### src/rtl/knap18_search.sv
// knap18_search: exhaustive 0/1 knapsack search over an 18-item table.
//
// Every subset sel = 0..2^18-1 is issued once, in ascending order. A
// two-stage pipeline totals value/weight/volume for each subset and then
// tracks the hit count and the best feasible subset.
//
// Ports
//   clk, rst                      clock, async active-high reset
//   item_we, item_idx             table write strobe/index (IDLE only, idx < 18)
//   item_val, item_wt, item_vol   entry contents
//   start, abort                  begin search (IDLE only) / cancel search
//   busy, done                    RUN|DRAIN flag, one-cycle completion pulse
//   found, hit_count              any hit seen / number of hits
//   best_sel, best_value          best feasible subset and its total value

module knap18_term (
    input  logic       sel,
    input  logic [7:0] val,
    input  logic [7:0] wt,
    input  logic [7:0] vol,
    output logic [7:0] m_val,
    output logic [7:0] m_wt,
    output logic [7:0] m_vol
);
    assign m_val = sel ? val : '0;
    assign m_wt  = sel ? wt  : '0;
    assign m_vol = sel ? vol : '0;
endmodule

module knap18_search #(
    parameter int MIN_VALUE  = 120,
    parameter int MAX_WEIGHT = 60,
    parameter int MAX_VOLUME = 60
) (
    input  logic        clk,
    input  logic        rst,
    input  logic        item_we,
    input  logic [4:0]  item_idx,
    input  logic [7:0]  item_val,
    input  logic [7:0]  item_wt,
    input  logic [7:0]  item_vol,
    input  logic        start,
    input  logic        abort,
    output logic        busy,
    output logic        done,
    output logic        found,
    output logic [18:0] hit_count,
    output logic [17:0] best_sel,
    output logic [12:0] best_value
);
    localparam int          NUM_ITEMS = 18;
    localparam int          STAGES    = 1;
    localparam logic [17:0] LAST_SEL  = '1;
    localparam logic [12:0] MINV      = 13'(MIN_VALUE);
    localparam logic [12:0] MAXW      = 13'(MAX_WEIGHT);
    localparam logic [12:0] MAXO      = 13'(MAX_VOLUME);

    typedef enum logic [1:0] {IDLE, RUN, DRAIN, DONE} state_t;

    state_t state, state_nx;
    logic   drain_cnt;

    logic [NUM_ITEMS-1:0][7:0] tab_val, tab_wt, tab_vol;
    logic [NUM_ITEMS-1:0][7:0] m_val, m_wt, m_vol;

    logic [17:0]     cnt;       // next subset to issue
    logic [17:0]     iss_sel;   // issued subset, feeds the adders
    logic [17:0]     s1_sel;
    logic [12:0]     s1_val, s1_wt, s1_vol;
    logic [12:0]     sum_val, sum_wt, sum_vol;
    logic [STAGES:0] vld_pipe;  // [0] issue, [1] stage 1

    logic start_acc, flush, s1_feas;

    assign busy      = (state == RUN) || (state == DRAIN);
    assign done      = (state == DONE);
    assign start_acc = (state == IDLE) && start;
    assign flush     = busy && abort;
    assign s1_feas   = (s1_wt <= MAXW) && (s1_vol <= MAXO);

    // ---------------- FSM ----------------
    always_ff @(posedge clk or posedge rst) begin
        if (rst) begin
            state     <= IDLE;
            drain_cnt <= 1'b0;
        end else begin
            state     <= state_nx;
            drain_cnt <= (state == DRAIN) ? 1'b1 : 1'b0;
        end
    end

    always_comb begin
        state_nx = state;
        case (state)
            IDLE:  if (start) state_nx = RUN;
            RUN:   if (abort) state_nx = IDLE;
                   else if (cnt == LAST_SEL) state_nx = DRAIN;
            DRAIN: if (abort) state_nx = IDLE;
                   else if (drain_cnt) state_nx = DONE;
            DONE:  state_nx = IDLE;
            default: state_nx = IDLE;
        endcase
    end

    // ---------------- per-item masking and totals ----------------
    for (genvar g = 0; g < NUM_ITEMS; g++) begin : g_term
        knap18_term u_term (
            .sel  (iss_sel[g]),
            .val  (tab_val[g]),
            .wt   (tab_wt[g]),
            .vol  (tab_vol[g]),
            .m_val(m_val[g]),
            .m_wt (m_wt[g]),
            .m_vol(m_vol[g])
        );
    end

    // 18 * 255 = 4590 fits in 13 bits, so no total can overflow.
    always_comb begin
        sum_val = '0;
        sum_wt  = '0;
        sum_vol = '0;
        for (int i = 0; i < NUM_ITEMS; i++) begin
            sum_val = sum_val + 13'(m_val[i]);
            sum_wt  = sum_wt  + 13'(m_wt[i]);
            sum_vol = sum_vol + 13'(m_vol[i]);
        end
    end

    // ---------------- table, pipeline, results ----------------
    always_ff @(posedge clk or posedge rst) begin
        if (rst) begin
            tab_val    <= '0;
            tab_wt     <= '0;
            tab_vol    <= '0;
            cnt        <= '0;
            iss_sel    <= '0;
            s1_sel     <= '0;
            s1_val     <= '0;
            s1_wt      <= '0;
            s1_vol     <= '0;
            vld_pipe   <= '0;
            found      <= 1'b0;
            hit_count  <= '0;
            best_sel   <= '0;
            best_value <= '0;
        end else begin
            if ((state == IDLE) && item_we && (item_idx < 5'(NUM_ITEMS))) begin
                tab_val[item_idx] <= item_val;
                tab_wt[item_idx]  <= item_wt;
                tab_vol[item_idx] <= item_vol;
            end

            // issue stage
            if (start_acc)          cnt <= '0;
            else if (state == RUN)  cnt <= cnt + 18'd1;
            iss_sel     <= cnt;
            vld_pipe[0] <= (state == RUN) && !abort;

            // stage 1: register subset with its totals
            vld_pipe[1] <= vld_pipe[0] && !flush;
            s1_sel      <= iss_sel;
            s1_val      <= sum_val;
            s1_wt       <= sum_wt;
            s1_vol      <= sum_vol;

            // stage 2: strict > keeps the lower sel on ties (ascending issue)
            if (start_acc) begin
                found      <= 1'b0;
                hit_count  <= '0;
                best_sel   <= '0;
                best_value <= '0;
            end else if (vld_pipe[1] && !flush && s1_feas) begin
                if (s1_val >= MINV) begin
                    hit_count <= hit_count + 19'd1;
                    found     <= 1'b1;
                end
                if (s1_val > best_value) begin
                    best_sel   <= s1_sel;
                    best_value <= s1_val;
                end
            end
        end
    end
endmodule
### config.mk
export PLATFORM = sky130hd
export DESIGN_NAME = knap18_search
export DESIGN_NICKNAME = d
export VERILOG_FILES = /design/src/rtl/knap18_search.sv
export SDC_FILE = /design/constraint.sdc
export NUM_CORES = 2
export LEC_CHECK = 0
export ABC_AREA = 1
export CORE_AREA = 2 2 269 271
export CTS_CLUSTER_DIAMETER = 80
export DETAILED_ROUTE_END_ITERATION = 16
export DIE_AREA = 0 0 271 273
export PLACE_DENSITY = 0.65
export SLEW_MARGIN = 20
export SYNTH_ARGS = -nofsm -noshare
export SYNTH_HDL_FRONTEND = slang
export SYNTH_SLANG_ARGS = --single-unit
### constraint.sdc
create_clock -name clk -period 21 [get_ports clk]
set_clock_uncertainty 0.2 [all_clocks]
set_input_delay 4.2 -clock clk [delete_from_list [all_inputs] [get_ports clk]]
set_output_delay 4.2 -clock clk [all_outputs]
set_load 0.02 [all_outputs]
==> results.yml <==
detailed_routing:
  drt_first_pass_iters: 6
  wl_microns: 93500
  drc: 0
  wl_per_cell_microns: 19.1
  routed_via_density: 5.16
  vias: 25300
  first_iter_violations: 2330
  ant_nets: 0
power:
  fin_total_pwr_w: 0.00309
  leakage_nw: 20.9
  p_per_area_mw_per_mm2: 79.6
  irDropWorstVdd_uv: 91.4
logic_synthesis:
  ys_top_cells_by_area: "dfrtp_1 (41%), fa_1 (21%), nand2_1 (14%)"
  synth_cell_types: 42
  yosys_warnings: 0
  synth_top_cell_by_area: "dfrtp_1"
  syn_area_per_cell_sq_um: 9.08
  yosysSeqAreaShare_pct: 41.3
  synth_cells: 3873
  synth.cell_area_sq_mm: 0.0352
  synth.net_count: 4362
  netlist.area_leader.share_pct: 41.3
  synth-seq-cells: 581
clocking:
  cts_buffers: 66
  cts_tree: "yes"
  post_cts_resized: 0
  holdBufCountCts: 0
  clk_pin_slew_ns: 0.06
  insertion_delay_ns: 0.61
  clockBufferDepth: 3
  cts_sinks: 581
  cts_max_level: 3
  postCtsSetupRepairBufs: 0
  cts-root-buf: "clkbuf_16"
timing:
  slew_violations: 0
  clock.fmax_ghz: 0.152
  rsz0062_at_grt: "no"
  maxSlewHeadroom_pct: 32.0
  tightest_slew_ns: 1.02
  min_period_ns: 6.56
  finalCritPeriodShare_pct: 31.2
  setup_viol: 0
  setup_tns_ns: 0
  hold_viol_final: 0
die:
  die_area_sq_mm: 0.0740
  core-area_sq_mm: 0.0710
  fp.dieH_microns: 273
  pin_count: 87
  rows: 98
  start_util_pct: 49.6
  die_w_microns: 271
global_route:
  grt_pass1_wl_microns: 149000
  antenna_found_initial: 1
  grt_usage_pct: 26.6
  grt_overflow_total: 0
  grt_pass1_vias: 25300
  grt_max_degree: 151
flow_run:
  cap_violations: 0
final_layout:
  fillers: 6363
  final_nets: 4382
  area_growth_pct: 10.1
  multi_input_area_sq_mm: 0.0171
  layout_commonest_cell: "nand2_1"
  seqCellArea_sq_mm: 0.0145
  post-route-util_pct: 54.6
  final_cell_mix: "nand2_1 (1265), inv_1 (672), dfrtp_1 (578)"
  drive_above_1_share_pct: 4.24
placement:
  portBuffers: 86
  dp_hpwl_microns: 61800
  gp_congestion: 0.891
setup_path:
  cp_data_required_time_ns: 21.42
  rr_endpoint: "s1_val[12]$_DFF_PP0_"
  critPathLaunchType: "input port"
  crit_fanout: 150
  reg2reg_slack_ns: 14.87
  r2r_cells: 19
  setup.worst_path.class: "in2async"
  critPathCaptureType: "asynchronous set/reset pin"
  startpoint: "rst"
  timing.rr.start: "iss_sel[13]$_DFF_PP0_"
  cp_data_arrival_time_ns: 6.98
hold_path:
  whs_path_depth: 0
  whs_endpoint: "iss_sel[5]$_DFF_PP0_"
  worstHoldStart: "cnt[5]$_DFFE_PP0P_"
  worst_hold_path_type: "reg2reg"
status:
  status: "finished clean"
-- kinds of logic after synthesis --
logic type / count (synthesis) / share of synthesized area, %
DFF: 581 / 41.3
and+or+nand+nor: 1535 / 17.5
AOI/OAI and AO/OA: 412 / 6.00
xor gates and xnor gates: 36 / 0.896
adders and majority gates: 455 / 24.1
buffers and inverters: 854 / 10.2
-- worst max-delay path by stage --
stage                                    endpoint  cells after the start
after detailed placement   tab_wt[87]$_DFFE_PP0P_                      4
after floorplan           best_sel[0]$_DFFE_PP0P_                      1
after CTS                  tab_wt[69]$_DFFE_PP0P_                      4
after global placement     tab_wt[87]$_DFFE_PP0P_                      4
final                      tab_wt[52]$_DFFE_PP0P_                      4
after global routing       tab_wt[69]$_DFFE_PP0P_                      4
-- where the power goes --
part / switching (W) / internal (W) / leakage (nW)
clock network: 0.000474 / 0.000705 / 1.08
logic: 0.000333 / 0.000162 / 11.9
registers: 0.000102 / 0.00131 / 7.93
total: 0.000909 / 0.00218 / 20.9
-- routing by layer --
metal / share of wire [%] / vias to the layer above / track usage (%)
met5: 0.012 / - / 0
met4: 2.8 / 2 / 8.52
met3: 8.7 / 127 / 5.46
met1: 44 / 12500 / 38.8
met2: 44 / 923 / 40.0
li1: - / 11700 / -
-- layout make-up --
class | instances | area share [%]
Antenna cell | 1 | 0.00646
Clock buffer | 94 | 5.01
Clock inverter | 22 | 0.630
Inverter | 682 | 6.64
Multi-Input combinational cell | 2438 | 44.1
Sequential cell | 581 | 37.5
Tap cell | 950 | 3.07
Timing Repair Buffer | 124 | 3.01
-- synthesized netlist by cell type, drive strengths merged --
master	n
or2	3
o211ai	2
ha	83
nand4	45
o21a	3
dfrtp	581
inv	680
nand3	100
nand2	1270
a21o	3
nor3	11
a221oi	1
a21oi	40
nor3b	2
clkbuf	98
o2111ai	2
o21bai	3
clkinv	2
o21ai	356
xnor2	13
nor4	1
nand3b	1
nor2	102
a211oi	1
o31ai	1
fa	372
xor2	23
buf	74
-- critical path: stages --
cell and delay [ns]:
clkdlybuf4s50_1 0.49, inv_8 0.52, buf_12 0.63, buf_4 0.75
-- sequential cells by signal, summed over array words and instances, names as in the netlist --
name	count
best_value	13
s1_vol	13
found	1
s1_val	13
tab_val	144
best_sel	18
iss_sel	18
hit_count	19
cnt	18
s1_wt	13
vld_pipe	2
drain_cnt	1
state	2
tab_vol	144
s1_sel	18
tab_wt	144
-- metrics by stage --
stage	instances	hold slack (ns)	worst slack, ns	cell area [sq um]
after floorplan	3873	0.149	0.344	35200
after global placement	4774	0.197	13.81	36500
after detailed placement	4774	0.198	13.78	36500
after CTS	4890	0.211	14.43	38700
after global routing	4891	0.239	14.08	38700
final	4892	0.207	14.44	38800
Note: power is estimated with default switching activity, not from simulation.
